<file path="config.mk">
export PLATFORM = sky130hd
export DESIGN_NAME = multi_gate_reducer
export DESIGN_NICKNAME = d
export VERILOG_FILES = /design/src/rtl/multi_gate_reducer_pkg.sv /design/src/rtl/multi_gate_reducer_chunk_reduce.sv /design/src/rtl/multi_gate_reducer.sv
export SDC_FILE = /design/constraint.sdc
export NUM_CORES = 1
export LEC_CHECK = 0
export ABC_CLOCK_PERIOD_IN_PS = 2900
export CORE_MARGIN = 10
export CORE_UTILIZATION = 50
export CTS_CLUSTER_SIZE = 30
export DETAILED_ROUTE_END_ITERATION = 8
export PLACE_DENSITY = 0.8
export SYNTH_ARGS = -nofsm -noshare
export SYNTH_HDL_FRONTEND = slang
export SYNTH_SLANG_ARGS = --single-unit
</file>
<file path="constraint.sdc">
create_clock -name clk -period 2.9 [get_ports clk]
set_clock_uncertainty 0.2 [all_clocks]
set_input_delay 0.58 -clock clk [delete_from_list [all_inputs] [get_ports clk]]
set_output_delay 0.58 -clock clk [all_outputs]
set_load 0.05 [all_outputs]
</file>
<file path="src/rtl/multi_gate_reducer_pkg.sv">
// rtl/multi_gate_reducer_pkg.sv - mode, base-op and FSM encodings for the gate reducer
package gate_reducer_pkg;

    localparam logic [2:0] MODE_AND  = 3'd0;
    localparam logic [2:0] MODE_OR   = 3'd1;
    localparam logic [2:0] MODE_XOR  = 3'd2;
    localparam logic [2:0] MODE_NAND = 3'd3;
    localparam logic [2:0] MODE_NOR  = 3'd4;
    localparam logic [2:0] MODE_XNOR = 3'd5;

    typedef enum logic [1:0] {
        OP_AND = 2'd0,
        OP_OR  = 2'd1,
        OP_XOR = 2'd2
    } base_op_t;

    typedef enum logic [1:0] {
        ST_IDLE = 2'd0,
        ST_RUN  = 2'd1,
        ST_HOLD = 2'd2
    } state_t;

    function automatic base_op_t mode_to_base(input logic [2:0] mode);
        case (mode)
            MODE_OR, MODE_NOR:   return OP_OR;
            MODE_XOR, MODE_XNOR: return OP_XOR;
            default:             return OP_AND;
        endcase
    endfunction

    function automatic logic mode_inverts(input logic [2:0] mode);
        return (mode == MODE_NAND) || (mode == MODE_NOR) || (mode == MODE_XNOR);
    endfunction

    function automatic logic mode_identity(input logic [2:0] mode);
        return (mode == MODE_AND) || (mode == MODE_NAND);
    endfunction

    function automatic logic mode_reserved(input logic [2:0] mode);
        return mode > MODE_XNOR;
    endfunction

endpackage

</file>
<file path="src/rtl/multi_gate_reducer_chunk_reduce.sv">
// rtl/multi_gate_reducer_chunk_reduce.sv - folds one CHUNK-bit slice into the accumulator
module chunk_reduce
    import gate_reducer_pkg::*;
#(
    parameter int CHUNK = 4
) (
    input  logic [CHUNK-1:0] slice,
    input  logic             acc_in,
    input  base_op_t         op,
    output logic             acc_out
);

    always_comb begin
        acc_out = acc_in;
        case (op)
            OP_AND:  acc_out = acc_in & (&slice);
            OP_OR:   acc_out = acc_in | (|slice);
            OP_XOR:  acc_out = acc_in ^ (^slice);
            default: acc_out = acc_in;
        endcase
    end

endmodule

</file>
<file path="src/rtl/multi_gate_reducer.sv">
// rtl/multi_gate_reducer.sv - serial WIDTH-bit reduction unit with valid/ready handshakes
module multi_gate_reducer
    import gate_reducer_pkg::*;
#(
    parameter int WIDTH = 16,
    parameter int CHUNK = 4
) (
    input  logic             clk,
    input  logic             rst,
    input  logic             in_valid,
    output logic             in_ready,
    input  logic [WIDTH-1:0] in_data,
    input  logic [2:0]       in_mode,
    output logic             out_valid,
    input  logic             out_ready,
    output logic             out_y,
    output logic             out_err,
    output logic             busy
);

    localparam int NCHUNK = WIDTH / CHUNK;
    localparam int CW     = (NCHUNK > 1) ? $clog2(NCHUNK) : 1;

    if (WIDTH < 1 || CHUNK < 1 || CHUNK > WIDTH || (WIDTH % CHUNK) != 0) begin : g_bad_params
        $error("multi_gate_reducer: illegal WIDTH/CHUNK combination");
    end

    state_t           state, state_nxt;
    logic [WIDTH-1:0] data_q;
    logic [2:0]       mode_q;
    logic             acc;
    logic             acc_nxt;
    logic [CW-1:0]    cnt;
    logic [CHUNK-1:0] chunk_slice;
    logic             last_chunk;

    assign chunk_slice = data_q[CHUNK*int'(cnt) +: CHUNK];
    assign last_chunk  = (cnt == CW'(NCHUNK - 1));

    chunk_reduce #(.CHUNK(CHUNK)) u_chunk_reduce (
        .slice   (chunk_slice),
        .acc_in  (acc),
        .op      (mode_to_base(mode_q)),
        .acc_out (acc_nxt)
    );

    always_comb begin
        state_nxt = state;
        in_ready  = 1'b0;
        out_valid = 1'b0;
        busy      = 1'b1;
        case (state)
            ST_IDLE: begin
                in_ready = 1'b1;
                busy     = 1'b0;
                if (in_valid) state_nxt = ST_RUN;
            end
            ST_RUN: begin
                if (last_chunk) state_nxt = ST_HOLD;
            end
            ST_HOLD: begin
                out_valid = 1'b1;
                if (out_ready) state_nxt = ST_IDLE;
            end
            default: state_nxt = ST_IDLE;
        endcase
    end

    // out_y/out_err are cleared on accept so a stale error never leaks into the next result
    always_ff @(posedge clk) begin
        if (rst) begin
            state   <= ST_IDLE;
            data_q  <= '0;
            mode_q  <= '0;
            acc     <= 1'b0;
            cnt     <= '0;
            out_y   <= 1'b0;
            out_err <= 1'b0;
        end else begin
            state <= state_nxt;
            case (state)
                ST_IDLE: begin
                    if (in_valid) begin
                        data_q  <= in_data;
                        mode_q  <= in_mode;
                        acc     <= mode_identity(in_mode);
                        cnt     <= '0;
                        out_y   <= 1'b0;
                        out_err <= 1'b0;
                    end
                end
                ST_RUN: begin
                    acc <= acc_nxt;
                    if (last_chunk) begin
                        cnt     <= '0;
                        out_y   <= mode_reserved(mode_q) ? 1'b0 : (acc_nxt ^ mode_inverts(mode_q));
                        out_err <= mode_reserved(mode_q);
                    end else begin
                        cnt <= cnt + CW'(1);
                    end
                end
                default: ;
            endcase
        end
    end

endmodule

</file>
# After elaboration in Yosys (flattened, before gate mapping)
# Cells that the tools add are included.
[op_classes]
bitwise = 4
mul = 0
reduce_logical = 16
n_addsub = 1
magnitude_cmp = 1
n_mux = 20
n_shift = 1
eq_ne = 14
n_div = 0
[op_table]
columns = ["cell", "count"]
rows = [
  ["indexed part select 16 x 5 -> 4 bit", 1],
  ["2-to-1 mux 2 bit", 5],
  ["== test 3 x 2 -> 1 bit, second input constant", 3],
  ["2-to-1 mux 1 bit", 8],
  ["one-hot mux 2 bit (2 select lines)", 2],
  ["== test 2 bit, second input constant", 3],
  ["== test 3 bit, second input constant", 2],
  ["inequality test 2 bit, second input constant", 3],
  ["one-hot mux 1 bit (2 select lines)", 3],
  ["one-hot mux 2 bit (3 select lines)", 1],
  ["AND reduction 3 bit", 2],
  ["== test 2 x 1 -> 1 bit, second input constant", 2],
  ["zero test 2 bit", 2],
  ["AND reduction 2 bit", 2],
  ["AND reduction 4 bit", 1],
  ["OR reduction 2 bit", 2],
  ["OR reduction 4 bit", 1],
  ["parity 4 bit", 1],
  ["== test 3 x 1 -> 1 bit, second input constant", 1],
  ["greater-than comparator 3 bit, second input constant", 1],
  ["zero test 3 bit", 1],
  ["logical OR 1 bit", 3],
  ["one-hot mux 1 bit (3 select lines)", 1],
  ["adder 2 x 1 -> 2 bit, second input constant", 1],
  ["other kinds (4)", 5],
]
[totals]
ramBits = 0
regBits = 26
romBits = 0
latch_bits = 0
mem_count = 0

# Longest topological paths before layout
[depth]
word_depth = 9
depth_mapped = 8

# Cells and area by module
# A second synthesis with hierarchy kept.
[hier_totals]
hier_cells = 158
area_unflattened_um2 = 1347.5
[modules_own_cells]
columns = ["mod", "seq_area_each_um2", "cells_each", "area_per_inst_um2", "instances"]
rows = [
  ["multi_gate_reducer", 520.5, 142, 1227.4, 1],
  ["chunk_reduce", 0.0, 16, 120.1, 1],
]

# Worst setup path before layout
# Ideal clock, no wire load.
[synth_path]
path_kind = "reg2reg"
startpoint = "reg cnt[0]"
endpoint = "reg out_y"
slack_ps = 558
stages_incl_launch_ff = 9
t_arrival_ps = 2047
setup_ps = 96
path_buffers = 1
t_required_ps = 2604
path_cell_list = "dfxtp_1 > buf_2 > mux4_2 > inv_1 > ha_1 > xor2_1 > a32oi_1 > nand3_1 > o41ai_2"
[synth_between]
elab_chain_cells = 8
word_cells_on_any_way = 15
cone_classes = "eq/ne (2); shift (1); mux (4); bitwise (4); reduce/logical (4)"
[synth_lines]
columns = ["item", "line_no", "text"]
rows = [
  ["start: declaration", "multi_gate_reducer.sv:33", "logic [CW-1:0] cnt;"],
  ["start signal: assignment", "multi_gate_reducer.sv:99", "cnt <= cnt + CW'(1);"],
  ["indexed part select 16 x 5 -> 4 bit", "multi_gate_reducer.sv:37", "assign chunk_slice = data_q[CHUNK*int'(cnt) +: CHUNK];"],
  ["parity 4 bit, or another cell as far along", "multi_gate_reducer_chunk_reduce.sv:18", "OP_XOR: acc_out = acc_in ^ (^slice);"],
  ["XOR 1 bit, or another cell as far along", "multi_gate_reducer_chunk_reduce.sv:18", ""],
  ["one-hot mux 1 bit (3 select lines)", "multi_gate_reducer_chunk_reduce.sv:15", "case (op)"],
  ["XOR 1 bit", "multi_gate_reducer.sv:96", "out_y <= mode_reserved(mode_q) ? 1'b0 : (acc_nxt ^ mode_inverts(mode_q));"],
  ["2-to-1 mux 1 bit", "multi_gate_reducer.sv:96", ""],
  ["2-to-1 mux 1 bit", "multi_gate_reducer.sv:94", "if (last_chunk) begin"],
  ["one-hot mux 1 bit (2 select lines)", "multi_gate_reducer.sv:81", "case (state)"],
  ["end signal: assignment", "multi_gate_reducer.sv:96", ""],
  ["end: declaration", "multi_gate_reducer.sv:16", "output logic out_y,"],
]
# Several ways; a longest one is shown, not always the timed one. The select of a mux whose other input is x is not followed.
# A chain may end at the register's enable or synchronous reset.

# Final worst setup path
[layout_path]
startpoint = "reg state[1]"
endpoint = "out out_valid"
[layout_between]
elab_chain_cells = 2
[layout_lines]
columns = ["item", "line_no", "text"]
rows = [
  ["start: declaration", "multi_gate_reducer.sv:28", "state_t state, state_nxt;"],
  ["start signal: assignment", "multi_gate_reducer.sv:80", "state <= state_nxt;"],
  ["== test 2 bit", "multi_gate_reducer.sv:52", "case (state)"],
  ["2-to-1 mux 1 bit", "multi_gate_reducer.sv:52", ""],
  ["end: declaration", "multi_gate_reducer.sv:14", "output logic out_valid,"],
]
# No other way between the ends.

==> metrics.yaml <==
outcome:
  run_status: "finished, final reports clean"
cts:
  tritoncts: "yes"
  clkTransAtPathRegs_ns: 0.14
  clock_path_buffers: 2
  ctsResizeCount: 0
  numCtsBuffers: 3
  clock_latency_ns: 0.33
  cts_setup_buffers: 0
  htreeDepth: 1
  cts_root_buf: "clkbuf_4"
  clkSinkCount: 26
  cts_hold_buf: 0
detailed_routing:
  routed_via_density: 5.55
  num_vias: 1160
  wirelength_mm: 2.94
  first_pass_iters: 4
  wl_per_cell_um: 14.1
  postRouteAntennaNets: 0
  drc: 0
  drtIter0Drc: 51
global_route:
  antenna_found_initial: 0
  grt_pass1_vias: 1127
  grt_overflow: 0
  grt_use_met1_pct: 12.1
  use_met2_pct: 20.5
  use_met3_pct: 3.13
  grt.total_usage_pct: 11.5
  grt_pass1_wl_mm: 4.94
  grt_max_degree: 22
  grt.busiest_layer: "met2"
die:
  die_h_um: 72.0
  ios: 28
  rows: 18
  die_x_um: 72.0
  initial_core_util_pct: 53.6
  core_region_area_um2: 2520
  die_area_um2: 5190
placed_design:
  gp_congestion: 0.782
  dp_hpwl_mm: 2.31
  io_buffers: 27
sta:
  max_freq_mhz: 378
  finalMaxSlewViolations: 0
  timing.final.crit_share_pct: 91.3
  maxSlewHeadroom_pct: 57.2
  rsz0062_at_grt: "false"
  fin_crit_ns: 2.65
  setup_viol: 0
  tightest_slew_ns: 0.641
  hold_viol: 0
  timing.setup.tns_ns: 0
synthesis:
  synth.area.top_cells: "dfxtp_1 (38%), nand2_1 (11%), a21oi_1 (8.1%), mux4_2 (6.7%), ha_1 (4.6%)"
  synth_area_per_cell_um2: 8.73
  async_reset_ff_share_pct: 0
  synth_ff_type: "dfxtp_1"
  synth_most_common_cell: "nand2_1"
  synth_seq_cells: 26
  synth_fp_nets: 183
  yosys.area.top_type: "dfxtp_1"
  yosys-top-cells-count: "nand2_1 (41), dfxtp_1 (26), a21oi_1 (22)"
  ys_types: 39
  synth_cells: 155
  synth-seq-area-share_pct: 38.5
  synth_area_um2: 1350
  yosysTopAreaCellShare_pct: 38.5
  yosysWarnings: 0
  synth_edf_count: 0
cells_and_area:
  drive_gt1_share_pct: 8.38
  antenna_cells: 0
  syn2layout_area_growth_pct: 22.2
  fin_util_pct: 65.5
  nets: 208
worst_setup_path:
  r2r_end: "acc$_SDFFE_PP0P_"
  start_kind: "flop"
  worstSetupPathType: "reg2out"
  r2r-start: "cnt[0]$_SDFFE_PP0P_"
  end_kind: "output pin"
  crit_fanout: 7
  crit_slowest_cell: "clkdlybuf4s50_1"
  slowest_delay_ns: 0.83
  path_cells: "nor2b_1, clkdlybuf4s50_1"
  rrSetupSlack_ns: 0.34
  r2r_cells: 7
  cp.required_ns: 2.12
  critPathArrivalTime_ns: 1.87
power_and_ir_drop:
  p_switching_mw: 0.199
  p_seq_share_pct: 49.6
  ir_drop_v: 0.000407
  p_clk_share_pct: 31.5
  switching_share_pct: 25.0
  internal_power_mw: 0.597
  pwr-share-comb_pct: 19.0
  p_leak_nw: 0.620
  power_density_nw_per_um2: 481
worst_hold_path:
  hold_path.class: "reg2reg"
  hold_depth: 2
  worstHoldStart: "data_q[3]$_SDFFE_PP0P_"
  hold_path_end: "data_q[3]$_SDFFE_PP0P_"
flow_run:
  maxCapViolations: 0
==> cell type report <==
cell class	instances	area [um^2]
Clock buffer	3	22.5
Clock inverter	1	30.0
Fill cell	208	870
Inverter	7	26.3
Multi-Input combinational cell	113	731
Sequential cell	26	520
Tap cell	30	37.5
Timing Repair Buffer	29	285
==> power by group through the flow <==
stage | clock [mW] | combinational, mW | sequential [mW]
after global routing | 0.269 | 0.166 | 0.398
after detailed placement | 0 | 0.150 | 0.403
final | 0.251 | 0.151 | 0.394
after CTS | 0.258 | 0.151 | 0.395
after global placement | 0 | 0.146 | 0.402
after floorplan | 0 | 0.111 | 0.394
==> routing by layer <==
| metal | vias up | part of all wire, % |
|---|---|---|
| met1 | 543 | 43 |
| met3 | 8 | 3.6 |
| met2 | 24 | 51 |
| met4 | 0 | 2.5 |
| li1 | 585 | - |
| met5 | - | 0 |
==> through the flow <==
step                cells  cell area [um^2]  total power [mW]  setup slack (ns)  hold WS [ns]
floorplan             155              1350             0.505             0.558         0.230
global placement      205              1600             0.547             0.470         0.245
detailed placement    205              1600             0.553             0.386         0.252
CTS                   209              1650             0.804             0.242         0.270
global route          209              1650             0.833             0.132         0.294
finish                209              1650             0.796             0.252         0.269
==> kinds of logic (layout without fill, tap and decap cells) <==
family / Yosys count / in the layout / synth area share, %
AND/OR/NAND/NOR: 65 / 65 / 22.6
flip-flops: 26 / 26 / 38.5
XOR/XNOR: 3 / 3 / 3.05
buffers and inverters: 16 / 40 / 7.49
AO/OA/AOI/OAI: 35 / 35 / 16.4
adder cells (fa/ha/maj): 5 / 5 / 4.63
multiplexers: 5 / 5 / 7.40
==> flip-flops by register name (all words and copies together), names as in the netlist <==
name	count
out_err	1
acc	1
mode_q	3
data_q	16
cnt	2
state	2
out_y	1
==> how the worst max path moves through the flow <==
| stage | start | endpoint | slack, ns |
|---|---|---|---|
| floorplan | cnt[0]$_SDFFE_PP0P_ | out_y$_SDFFE_PP0P_ | 0.56 |
| global placement | cnt[0]$_SDFFE_PP0P_ | out_y$_SDFFE_PP0P_ | 0.47 |
| detailed placement | cnt[0]$_SDFFE_PP0P_ | acc$_SDFFE_PP0P_ | 0.39 |
| CTS | state[1]$_SDFFE_PP0P_ | out_valid | 0.24 |
| global route | cnt[0]$_SDFFE_PP0P_ | acc$_SDFFE_PP0P_ | 0.13 |
| finish | state[1]$_SDFFE_PP0P_ | out_valid | 0.25 |
==> cells in the final DEF (no fill, tap or decap), drive strengths merged, types with 3 or more instances in the layout <==
master         count
a21oi             22
mux4               4
nand3b             5
nor2               5
clkbuf             3
dfxtp             26
inv                7
nand2             41
clkdlybuf4s50     27
nand3              4
ha                 5
==> critical path: cells and delay by family, from the launching register on <==
| family | cells | cell delay [ns] |
|---|---|---|
| buffers and inverters | 1 | 0.83 |
| flip-flops | 1 | 0.49 |
| AND/OR/NAND/NOR | 1 | 0.22 |
Note: power is estimated with default switching activity, not from simulation.
==> RTL edit 1, RTL diff (config.mk and constraints unchanged) <==
The 3 states of `state_t` get a one-hot encoding in 3 bits.
--- a/src/rtl/multi_gate_reducer_pkg.sv
+++ b/src/rtl/multi_gate_reducer_pkg.sv
@@ -14,10 +14,10 @@
         OP_XOR = 2'd2
     } base_op_t;
 
-    typedef enum logic [1:0] {
-        ST_IDLE = 2'd0,
-        ST_RUN  = 2'd1,
-        ST_HOLD = 2'd2
+    typedef enum logic [2:0] {
+        ST_IDLE = 3'b001,
+        ST_RUN  = 3'b010,
+        ST_HOLD = 3'b100
     } state_t;
 
     function automatic base_op_t mode_to_base(input logic [2:0] mode);
Formal check against the unedited RTL: same outputs for any inputs over 10 cycles, from zero or initial values and one cycle with rst high; not proved beyond that.
==> RTL edit 1 against the original RTL <==
  * Core utilization decreased by 2.2 points
  * Die area grew 3.9%
  * First-iteration DRC count increased by 67%
  * Synthesized area is 5.5% higher
  * Largest power group unchanged
  * Routed wire length grew 14%
  * Synthesized cell count is 13% higher
  * Sequential cell count grew 1
  * Sequential power is 5.3% higher
  * Sequential share of layout area fell by 0.13 points
  * Critical endpoint unchanged
  * Cell area up 4.8%
  * Clock power shrank 33%
  * Setup slack lost 0.17 ns
  * Power fell by 4.8%
==> RTL edit 1: results (changes against the original RTL) <==
Run status
  – Result of the run: completed

Synthesis
  – Proportion of synthesized chip area in sequential cells: 37.9% (-0.59 points)
  – Fraction of synthesized area in multiplexers: 7.02% (-0.38 points)
  – Xor/xnor share of the synthesized area: 2.46% (-0.60 points)
  – Count of distinct cell types in the synthesized netlist: 40 (+2.6%)
  – Cell count after synthesis: 175 (+13%)
  – Synthesized-area fraction occupied by ao, oa, aoi and oai cells: 16.8% (+0.47 points)
  – Ranking of synthesized cells by instance count: sky130_fd_sc_hd__nand2_1, sky130_fd_sc_hd__dfxtp_1, sky130_fd_sc_hd__a21oi_1
  – Ranking of synthesized cells by area: sky130_fd_sc_hd__dfxtp_1, sky130_fd_sc_hd__nand2_1, sky130_fd_sc_hd__a21oi_1

Power and ir drop
  – Share of power burned in the clock network: 22.0% (-9.5 points)
  – Peak supply drop: 305 uV (-25%)
  – Sequential cell fraction of total power: 54.8% (+5.2 points)

Placement
  – Cell area reported after detailed placement: 0.00170 mm^2 (+6.0%)
  – Post-DP HPWL: 2.56 mm (+11%)
  – Global placement routability congestion: 0.832 (+6.4%)
  – Post-placement worst setup slack: 0.0679 ns (-0.318 ns)

Finish
  – Fraction of area in clock buffers and inverters: 1.52% (-1.7 points)
  – Clk_buf instances: 4 (+1)
  – #MultiIn Comb: 127 (+12%)
  – Multi-input gate share of total cell area: 46.5% (+2.3 points)
  – Share of cells above drive strength 1: 7.69% (-0.69 points)
  – Non-clock buffering overhead in the final layout: 16.9% (-0.35 points)
  – Area taken by flip-flops and latches: 543 um^2 (+4.3%)
  – Largest registers: data_q (16), mode_q (3), state (3)
  – Count of plain and timing-repair buffers: 30 (+3.4%)

Detailed routing
  – Total number of vias: 1348 (+16%)
  – Initial DRC count: 85 (+67%)
  – Met3 layer wire length in the routed design: 209 um (+99%)
  – Sum of routed wire segments on met1: 1.31 mm (+4.3%)

Critical path
  – Largest stage delay on the critical path: 0.88 ns (+0.05 ns)
  – First element of the critical path: state[2]

Hold path
  – Worst hold path startpoint: data_q[8]

Global route
  – First-pass GRT wire length: 5.60 mm (+13%)
  – All-Layer GR Usage: 12.7% (+1.2 points)

STA
  – Worst-case headroom to the max-slew limit: 64.1% (+6.9 points)
RTL edit 1: cell count changes after synthesis, sizes merged, moves of 2 or more:
cell,unedited run,this run
clkbuf,4,10
a2111oi,0,4
nor3,1,5
a21oi,22,25
nand3b,5,2
a2bb2oi,2,0
a31oi,1,3
nand2,41,43
nor4,0,2
RTL edit 1: worst paths after layout:
check | to | slack, ns
max | out_valid | 0.08
min | data_q[8] | 0.27
max reg2reg | acc | 0.15
min reg2reg | data_q[8] | 0.27
RTL edit 1: logic make-up (layout without fill, tap and decap cells):
group / count (synthesis) / in the layout
simple gates: 73 / 73
compound gates: 40 / 40
flops: 27 / 27
buf+inv: 21 / 41
fa+ha+maj: 5 / 5
mux: 5 / 5
xor+xnor: 4 / 4
RTL edit 1: worst reg2reg max path: cells and delay by family (launching register included):
family	cells	cell delay, ns
mux	1	0.55
buf+inv	1	0.08
compound gates	2	0.53
fa+ha+maj	1	0.25
flops	1	0.45
simple gates	1	0.34
xor+xnor	1	0.23
==> RTL edit 2, RTL diff (same settings) <==
Made on the original files. `CHUNK` is set to 4 in 2 places; all go to 2.
--- a/src/rtl/multi_gate_reducer_chunk_reduce.sv
+++ b/src/rtl/multi_gate_reducer_chunk_reduce.sv
@@ -2,7 +2,7 @@
 module chunk_reduce
     import gate_reducer_pkg::*;
 #(
-    parameter int CHUNK = 4
+    parameter int CHUNK = 2
 ) (
     input  logic [CHUNK-1:0] slice,
     input  logic             acc_in,
--- a/src/rtl/multi_gate_reducer.sv
+++ b/src/rtl/multi_gate_reducer.sv
@@ -3,7 +3,7 @@
     import gate_reducer_pkg::*;
 #(
     parameter int WIDTH = 16,
-    parameter int CHUNK = 4
+    parameter int CHUNK = 2
 ) (
     input  logic             clk,
     input  logic             rst,
Function: changed (a bounded check fails within 10 cycles, from zero or initial values and one cycle with rst high).
==> RTL edit 2 against the original RTL <==
  * Power decreased by 12%
  * Routed wire length increased by 2.4%
  * Synthesized area down 4.6%
  * Setup slack lost 0.011 ns
  * Synthesized cell count up 1.3%
  * Count of clock-buffer cells in the layout unchanged
  * Via count decreased by 2.4%
  * Core utilization down 1.7 points
  * Sequential share of layout area is 2.7 points higher
  * Cell area shrank 4.3%
  * Sequential cell count increased by 1
  * Critical path type unchanged
  * Critical endpoint is now in_ready
  * Largest power group unchanged
==> RTL edit 2: results (changes against the original RTL) <==
Run status
  – Result of the run: completed

Synthesis
  – Count of distinct cell types in the synthesized netlist: 31 (-21%)
  – Number of nets in the synthesized netlist: 184 (+0.55%)
  – Proportion of synthesized chip area in sequential cells: 41.9% (+3.4 points)
  – Ranking of synthesized cells by instance count: sky130_fd_sc_hd__nand2_1, sky130_fd_sc_hd__a21oi_1, sky130_fd_sc_hd__dfxtp_1
  – Xor/xnor share of the synthesized area: 2.04% (-1.0 points)
  – Ranking of synthesized cells by area: sky130_fd_sc_hd__dfxtp_1, sky130_fd_sc_hd__nand2_1, sky130_fd_sc_hd__a21oi_1
  – Fraction of synthesized area in multiplexers: 8.54% (+1.1 points)
  – Post-synthesis share of cell area spent on full adders, half adders and majority gates: 3.88% (-0.75 points)

Power and ir drop
  – Sw Pwr: 0.196 mW (-1.5%)
  – Peak supply drop: 394 uV (-3.1%)
  – Comb pwr: 0.131 mW (-13%)
  – Total chip power: 0.703 mW (-12%)

Critical path
  – Worst reg-to-reg path cell count: 8 (+1)
  – Worst setup path endpoint: in_ready
  – Maximum fanout along the worst path: 5 (-2)
  – Worst r2r dst: out_y
  – Setup slack on the worst flop-to-flop path: 0.25 ns (-0.09 ns)
  – First element of the critical path: state[0]

Detailed routing
  – Initial DRC count: 83 (+63%)
  – Length of routed met2 wiring: 1.48 mm (-2.2%)
  – Met3 layer wire length in the routed design: 222 um (+110%)

Global route
  – All-Layer GR Usage: 12.1% (+0.62 points)
  – First-pass GRT wire length: 5.16 mm (+4.5%)

Placement
  – Post-DP HPWL: 2.31 mm (about the same)

Finish
  – Share of cells above drive strength 1: 5.59% (-2.8 points)
  – Largest registers: data_q (16), cnt (3), mode_q (3)
==> RTL edit 2: cell families (layout without fill, tap and decap cells) <==
kind of cell             after synthesis  in the layout
adder cells (fa/ha/maj)                4              4
buffers and inverters                 14             36
AO/OA/AOI/OAI                         35             35
flip-flops                            27             27
AND/OR/NAND/NOR                       68             68
multiplexers                           6              6
XOR/XNOR                               3              3
==> RTL edit 2: how the worst min path moves through the flow <==
stage | endpoint | slack (ns) | depth (start not counted)
2_1_floorplan | data_q[12] | 0.23 | 2
3_5_place_dp | data_q[4] | 0.25 | 2
5_1_grt | data_q[7] | 0.30 | 2
3_3_place_gp | data_q[14] | 0.25 | 2
4_1_cts | data_q[8] | 0.27 | 2
6_report | data_q[8] | 0.27 | 2
==> RTL edit 2: worst min-delay path, stage by stage, from the launching register on <==
cell and delay (ns):
sky130_fd_sc_hd__dfxtp_1 0.34, sky130_fd_sc_hd__nand2_1 0.05, sky130_fd_sc_hd__a21oi_1 0.05
==> RTL edit 2: cell type report <==
cell class                      count  area [um^2]
Multi-Input combinational cell    116          683
Clock inverter                      1         5.00
Inverter                            4         15.0
Timing Repair Buffer               28          278
Fill cell                         228          896
Sequential cell                    27          541
Tap cell                           30         37.5
Clock buffer                        3         22.5
==> RTL edit 2: through the flow <==
stage	utilization, %	area [um^2]	hold WS (ns)	setup slack [ns]
after floorplan	-	1290	0.233	0.345
after global placement	62.7	1550	0.246	0.385
after detailed placement	62.7	1550	0.254	0.246
after CTS	63.8	1580	0.273	0.224
after global routing	63.8	1580	0.297	0.0607
final	63.8	1580	0.274	0.241
==> RTL edit 2: routing by layer <==
metal | GRT usage, % | vias up
li1 | - | 575
met1 | 13.7 | 506
met2 | 20.5 | 45
met3 | 3.49 | 6
met4 | 5.59 | 0
met5 | 0 | -
